$ cat src/rtl/slice_ctrl_if.sv
// DMA-side frame handshake between the receive DMA and slice_ctrl.
// The DMA side drives valid/payload; the controller drives ready.
interface slice_ctrl_if #(
  parameter int FRAME_W = 384
);
  logic               i_frame_valid;
  logic               o_frame_ready;
  logic [FRAME_W-1:0] i_frame_data;
  logic               i_frame_rate;
  logic               i_frame_last;

  modport master (
    output i_frame_valid, i_frame_data, i_frame_rate, i_frame_last,
    input  o_frame_ready
  );

  modport slave (
    input  i_frame_valid, i_frame_data, i_frame_rate, i_frame_last,
    output o_frame_ready
  );
endinterface

$ cat src/rtl/slice_ctrl.sv
// Frame controller for the Viterbi slicer: 2-entry ping-pong buffer, per-frame step count, decoder backpressure.
// Optional statistics counters are built only when SLICE_CTRL_STATS_EN is defined.
module slice_ctrl #(
  parameter int FRAME_W = 384
) (
  input  logic               clk,
  input  logic               rst,
  slice_ctrl_if.slave        fr,
  input  logic               i_dec_ready,
  output logic [FRAME_W-1:0] o_data_frame,
  output logic               o_code_rate,
  output logic               o_en_s,
  output logic               o_slice_rst,
  output logic               o_frame_start,
  output logic               o_msg_done,
  output logic               o_busy,
  output logic [15:0]        o_frame_cnt,
  output logic [15:0]        o_stall_cnt
);
  localparam logic       CODE_RATE_2 = 1'b0;
  localparam logic [6:0] N_RATE2     = 7'(FRAME_W / 4);
  localparam logic [6:0] N_RATE3     = 7'(FRAME_W / 6);

  typedef enum logic [1:0] {IDLE, LOAD, RUN, DONE} state_t;

  state_t             state, state_nxt;
  logic [FRAME_W-1:0] buf_data [2];
  logic [1:0]         buf_rate, buf_last;
  logic               wr_ptr, rd_ptr;
  logic [1:0]         occ, occ_nxt;
  logic [6:0]         step, n_steps;
  logic               push, pop;

  assign fr.o_frame_ready = (occ < 2'd2);
  assign push             = fr.i_frame_valid & fr.o_frame_ready;

  assign o_data_frame = buf_data[rd_ptr];
  assign o_code_rate  = buf_rate[rd_ptr];
  assign n_steps      = (o_code_rate == CODE_RATE_2) ? N_RATE2 : N_RATE3;
  assign pop          = o_en_s && (step == n_steps - 7'd1);
  assign occ_nxt      = occ + 2'(push) - 2'(pop);

  // Payload storage carries no reset; contents are meaningless until pushed.
  always_ff @(posedge clk) begin
    if (push) begin
      buf_data[wr_ptr] <= fr.i_frame_data;
      buf_rate[wr_ptr] <= fr.i_frame_rate;
      buf_last[wr_ptr] <= fr.i_frame_last;
    end
  end

  always_ff @(posedge clk) begin
    if (!rst) begin
      wr_ptr <= 1'b0;
      rd_ptr <= 1'b0;
      occ    <= 2'd0;
      step   <= 7'd0;
    end else begin
      if (push) wr_ptr <= ~wr_ptr;
      if (pop)  rd_ptr <= ~rd_ptr;
      occ <= occ_nxt;
      if (state == LOAD)  step <= 7'd0;
      else if (o_en_s)    step <= step + 7'd1;
    end
  end

  always_ff @(posedge clk) begin
    if (!rst) state <= IDLE;
    else      state <= state_nxt;
  end

  // A frame pushed on the pop edge counts as buffered, so it chains straight into LOAD.
  always_comb begin
    state_nxt = state;
    unique case (state)
      IDLE: if (occ != 2'd0) state_nxt = LOAD;
      LOAD: state_nxt = RUN;
      RUN: begin
        if (pop) begin
          if (buf_last[rd_ptr])     state_nxt = DONE;
          else if (occ_nxt != 2'd0) state_nxt = LOAD;
          else                      state_nxt = IDLE;
        end
      end
      DONE: state_nxt = IDLE;
    endcase
  end

  always_comb begin
    o_en_s        = (state == RUN) & i_dec_ready;
    o_frame_start = (state == LOAD);
    o_msg_done    = (state == DONE);
    o_slice_rst   = rst & (state != LOAD);
    o_busy        = (state != IDLE) | (occ != 2'd0);
  end

`ifdef SLICE_CTRL_STATS_EN
  logic [15:0] frame_cnt, stall_cnt;

  always_ff @(posedge clk) begin
    if (!rst) begin
      frame_cnt <= 16'd0;
      stall_cnt <= 16'd0;
    end else begin
      if (pop && frame_cnt != 16'hFFFF) frame_cnt <= frame_cnt + 16'd1;
      if (state == RUN && !i_dec_ready && stall_cnt != 16'hFFFF)
        stall_cnt <= stall_cnt + 16'd1;
    end
  end

  assign o_frame_cnt = frame_cnt;
  assign o_stall_cnt = stall_cnt;
`else
  assign o_frame_cnt = 16'd0;
  assign o_stall_cnt = 16'd0;
`endif
endmodule

$ cat src/flat_wrapper.sv
// flat-port wrapper written by rule: the top's interface ports become plain ports
module slice_ctrl_flat 
#(
  parameter int FRAME_W = 384
)
  (clk, rst, i_dec_ready, o_data_frame, o_code_rate, o_en_s, o_slice_rst, o_frame_start, o_msg_done, o_busy, o_frame_cnt, o_stall_cnt, fr_i_frame_valid, fr_i_frame_data, fr_i_frame_rate, fr_i_frame_last, fr_o_frame_ready);
  slice_ctrl_if #(.FRAME_W(FRAME_W)) fr_i ();
  input  logic clk;
  input  logic rst;
  input  logic i_dec_ready;
  output logic [FRAME_W-1:0] o_data_frame;
  output logic o_code_rate;
  output logic o_en_s;
  output logic o_slice_rst;
  output logic o_frame_start;
  output logic o_msg_done;
  output logic o_busy;
  output logic [15:0] o_frame_cnt;
  output logic [15:0] o_stall_cnt;
  input wire logic [$bits(fr_i.i_frame_valid)-1:0] fr_i_frame_valid;
  input wire logic [$bits(fr_i.i_frame_data)-1:0] fr_i_frame_data;
  input wire logic [$bits(fr_i.i_frame_rate)-1:0] fr_i_frame_rate;
  input wire logic [$bits(fr_i.i_frame_last)-1:0] fr_i_frame_last;
  output wire logic [$bits(fr_i.o_frame_ready)-1:0] fr_o_frame_ready;
  assign fr_i.i_frame_valid = fr_i_frame_valid;
  assign fr_i.i_frame_data = fr_i_frame_data;
  assign fr_i.i_frame_rate = fr_i_frame_rate;
  assign fr_i.i_frame_last = fr_i_frame_last;
  assign fr_o_frame_ready = fr_i.o_frame_ready;
  slice_ctrl #(.FRAME_W(FRAME_W)) u_core (.clk(clk), .rst(rst), .fr(fr_i), .i_dec_ready(i_dec_ready), .o_data_frame(o_data_frame), .o_code_rate(o_code_rate), .o_en_s(o_en_s), .o_slice_rst(o_slice_rst), .o_frame_start(o_frame_start), .o_msg_done(o_msg_done), .o_busy(o_busy), .o_frame_cnt(o_frame_cnt), .o_stall_cnt(o_stall_cnt));
endmodule
$ cat config.mk
export PLATFORM = sky130hd
export DESIGN_NAME = slice_ctrl_flat
export DESIGN_NICKNAME = d
export VERILOG_FILES = /design/src/rtl/slice_ctrl_if.sv /design/src/rtl/slice_ctrl.sv /design/src/flat_wrapper.sv
export SDC_FILE = /design/constraint.sdc
export NUM_CORES = 1
export LEC_CHECK = 0
export ABC_AREA = 1
export CAP_MARGIN = 10
export CORE_AREA = 2 2 317 319
export CTS_CLUSTER_SIZE = 30
export DETAILED_ROUTE_END_ITERATION = 6
export DIE_AREA = 0 0 319 321
export DONT_BUFFER_PORTS = 1
export GPL_TIMING_DRIVEN = 0
export SLEW_MARGIN = 20
export SYNTH_ARGS = -nofsm -noshare
export SYNTH_HDL_FRONTEND = slang
export SYNTH_SLANG_ARGS = --single-unit
$ cat constraint.sdc
create_clock -name clk -period 20.3 [get_ports clk]
set_input_delay 1.015 -clock clk [delete_from_list [all_inputs] [get_ports clk]]
set_output_delay 1.015 -clock clk [all_outputs]
set_load 0.005 [all_outputs]
==> results.md <==
- Filler-free cell count of the finished design: 2848
- Setup crit end kind: register
- Estimated wirelength of the detail-placed design: approximately 47000 um
- Antenna Nets Post-Route: 0
- Dominant synthesized flop cell: edfxtp_1
- Vias/cell: around 4.3
- Synth top area cells: edfxtp_1 81%, mux2_1 14%, buf_4 1.6%
- Slowest stage delay, CP: 0.60 ns
- Largest net degree at the start of global routing: 30
- Clock skew after layout: a little under 0.02 ns
- Starting DRC count in detailed routing: around 690
- Reg clk slew, reported paths: 0.07 ns
- Post-cts gate resize count: 0
- Routed Wire Length: ~63000 um
- Largest vdd supply drop: between 0.08 and 0.09 mV
- Synth Area in Compound Gates: less than 1%
- Routability-driven placement congestion ratio: 0.773
- Area of the mapped netlist: around 0.029 mm2
- Type of origin of the critical path: register
- Cell Pwr Density: approximately 100 mW/mm2
- Net count, final: around 1.9k
- Buffers inserted during post-CTS setup optimization: 0
- Worst relative slew slack: between 50 and 60%
- Count of max-cap constraint violations: 0
- Arrival time at the worst endpoint: 3.76 ns
- Via count of the first global-routing pass: ~13k
- Maximum frequency from static timing analysis: 290 MHz
- Antenna violations before repair: 4
- Post-Synth Adder-Cell Area: 0.130%
- Fin crit share: 17.0%
- CP dominant cell by count: buf_12
- CP max FO: 28
- Biggest area consumer among synthesized cells: edfxtp_1
- Number of synthesized register bits: 786
- Overall die area: a little over 0.1 mm2
- Most common cell in the synthesized netlist: edfxtp_1
- Area growth syn-to-layout: 17.6%
- CTS Root Buffer Type: clkbuf_16
- Global-route total usage across every layer: between 10% and 20%
- Data required time at the worst endpoint: 20.62 ns
- Height of the die: 321 um
- Post-Place Cells: 2700
- Number of buffers inserted by hold repair at cts: 0
- Final hold vios: 0
- Latest clock arrival within the worst-skew pair: approximately 0.65 ns
- Sequential area share after synthesis: between 80% and 90%
- # port buffers: 0
- Proportion of synthesized area in mux cells: ~15%
- Average routed wire per standard cell: around 22 um
- Number of H-tree levels: 3
- Dominant combinational cell family by area after synthesis: multiplexers
- Max stage delay cell, worst path: nor2_4
- Worst-margin pin slew: roughly 0.66 ns
- Top-level port count: 813
- Worst hold path type: in -> reg
- Run status: finished, final reports clean
- Count of standard-cell rows: ~120
- Buf/Inv on CP: 8
- Average cell area after synthesis: about 21 um2
- Cell chain of the critical path: inv_1, nand2_1, nor2_4, buf_16, buf_12, buf_12, buf_12, buf_12, buf_12, buf_12
- Synthesis Warnings: 0
- Top cell type's share of synthesized area: approximately 81%
- Number of distinct standard cells referenced by the synthesized netlist: 26
- Async SR Flop Fraction: 0%
- CTS tree: yes
- Number of sinks handled by clock tree synthesis: about 790
- Wire length of the first global-routing pass: between 80000 and 90000 um
- Number of iterations in the first detailed-routing pass: 6
- Worst hold slack across all endpoints: between 0.4 and 0.5 ns
- Static Leak: between 0.01 and 0.015 uW
- Initial core utilization: ~29%
- Category of cells accounting for the largest share of critical-path delay: buffers and inverters
- Max Root-Sink Buffers: 3
- Layout cells sized above 1: between 15 and 20%
- Residual overflow from global routing: 0
- Setup violators final: 0
- Simple logic cell fraction of the synthesized area: less than 1%
- Remaining routing DRC violations: 0
- Unrepaired setup endpoints after global routing: false
- Synthesized instance count: ~1.3k
- Total via count after detailed routing: 12.3k
- Post-synth EDFFs: about 770
- Number of slew-limit violations in the final report: 0
- Worst Setup Path Type: reg -> reg
- Number of buffers created by CTS: 80
- Placeable core region: a little under 0.1 mm2
- Die span in x: 319 um
- Commonest cells in the synthesized netlist: 772 x edfxtp_1, 360 x mux2_1, 62 x buf_4
- Total Power Consumption: between 3000 and 4000 uW
- Share of the synthesized netlist area taken by xor and xnor gates: 0.0304%
- Final min period: about 3.4 ns
layout make-up:
cell class | count | area, um2
Tap cell | 1298 | 1620
Clock buffer | 99 | 2120
Inverter | 20 | 75.1
Clock inverter | 47 | 472
Sequential cell | 786 | 23500
Multi-Input combinational cell | 489 | 4840
Timing Repair Buffer | 32 | 716
Fill cell | 9266 | 65400
Antenna cell | 2 | 5.00
Buffer | 75 | 531
flip-flops by register name, summed over array words and instances, names as in the netlist, named ones only:
register	count
u_core.buf_data	768
u_core.step	7
u_core.buf_last	2
u_core.buf_rate	2
u_core.occ	2
u_core.state	2
u_core.rd_ptr	1
u_core.wr_ptr	1
cells in the final DEF, fill, tap and decap left out, drive strengths merged:
master    Yosys  final
edfxtp      772    772
mux2        384    384
buf          75    107
clkbuf        0     99
conb          1     32
clkinv        0     32
nand2        25     25
inv          20     23
nor2         18     18
dfxtp        14     14
a21oi         8      8
nand3         8      8
clkinvlp      0      7
bufinv        0      5
ha            3      3
diode         0      2
o21ai         2      2
a31oi         2      2
nor3          2      2
o21a          1      1
or2           1      1
nor3b         1      1
xor2          1      1
nand4         1      1
logic make-up (layout without fill, tap and decap cells):
kind of cell    count (synthesis)  after routing
buf+inv                        95            273
fa+ha+maj                       3              3
compound gates                 13             13
other cells                     1             34
flops                         786            786
mux                           384            384
xor+xnor                        1              1
simple gates                   56             56
per-layer routing:
metal	up-vias	routed length [um]	GRT usage, %	share of wire, %
met5	-	0	0	0
met4	0	2000	5.28	3.2
met3	107	8350	6.50	13
met2	646	33200	21.4	53
met1	6090	19500	10.7	31
li1	5482	-	-	-
report_power, final:
| group | internal, uW | total, uW | switching (uW) |
|---|---|---|---|
| Combinational | 65.4 | 190 | 125 |
| Sequential | 1910 | 1930 | 24.6 |
| Clock | 814 | 1420 | 607 |
| Total | 2790 | 3540 | 756 |
per-stage QoR:
step	setup WS, ns	util, %	setup TNS (ns)	area, um2
2_1_floorplan	2.06	-	0	28900
3_3_place_gp	-5.74	30.7	-4331.22	30500
3_5_place_dp	16.51	31.5	0	31200
4_1_cts	16.70	34.1	0	33800
5_1_grt	16.68	34.1	0	33800
6_report	16.86	34.1	0	33800
path summary, 6_finish.rpt:
check                                          start                       to  slack, ns  cells past startpoint
worst max-delay path                   u_core.occ[1]  u_core.buf_data[0][273]      16.86                     10
worst min-delay path            fr_i_frame_data[284]  u_core.buf_data[0][284]       0.46                      0
worst max register to register         u_core.occ[1]  u_core.buf_data[0][273]      16.86                     10
worst min register to register        u_core.step[5]           u_core.step[5]       0.48                      2
Note: power is estimated with default switching activity, not from simulation.
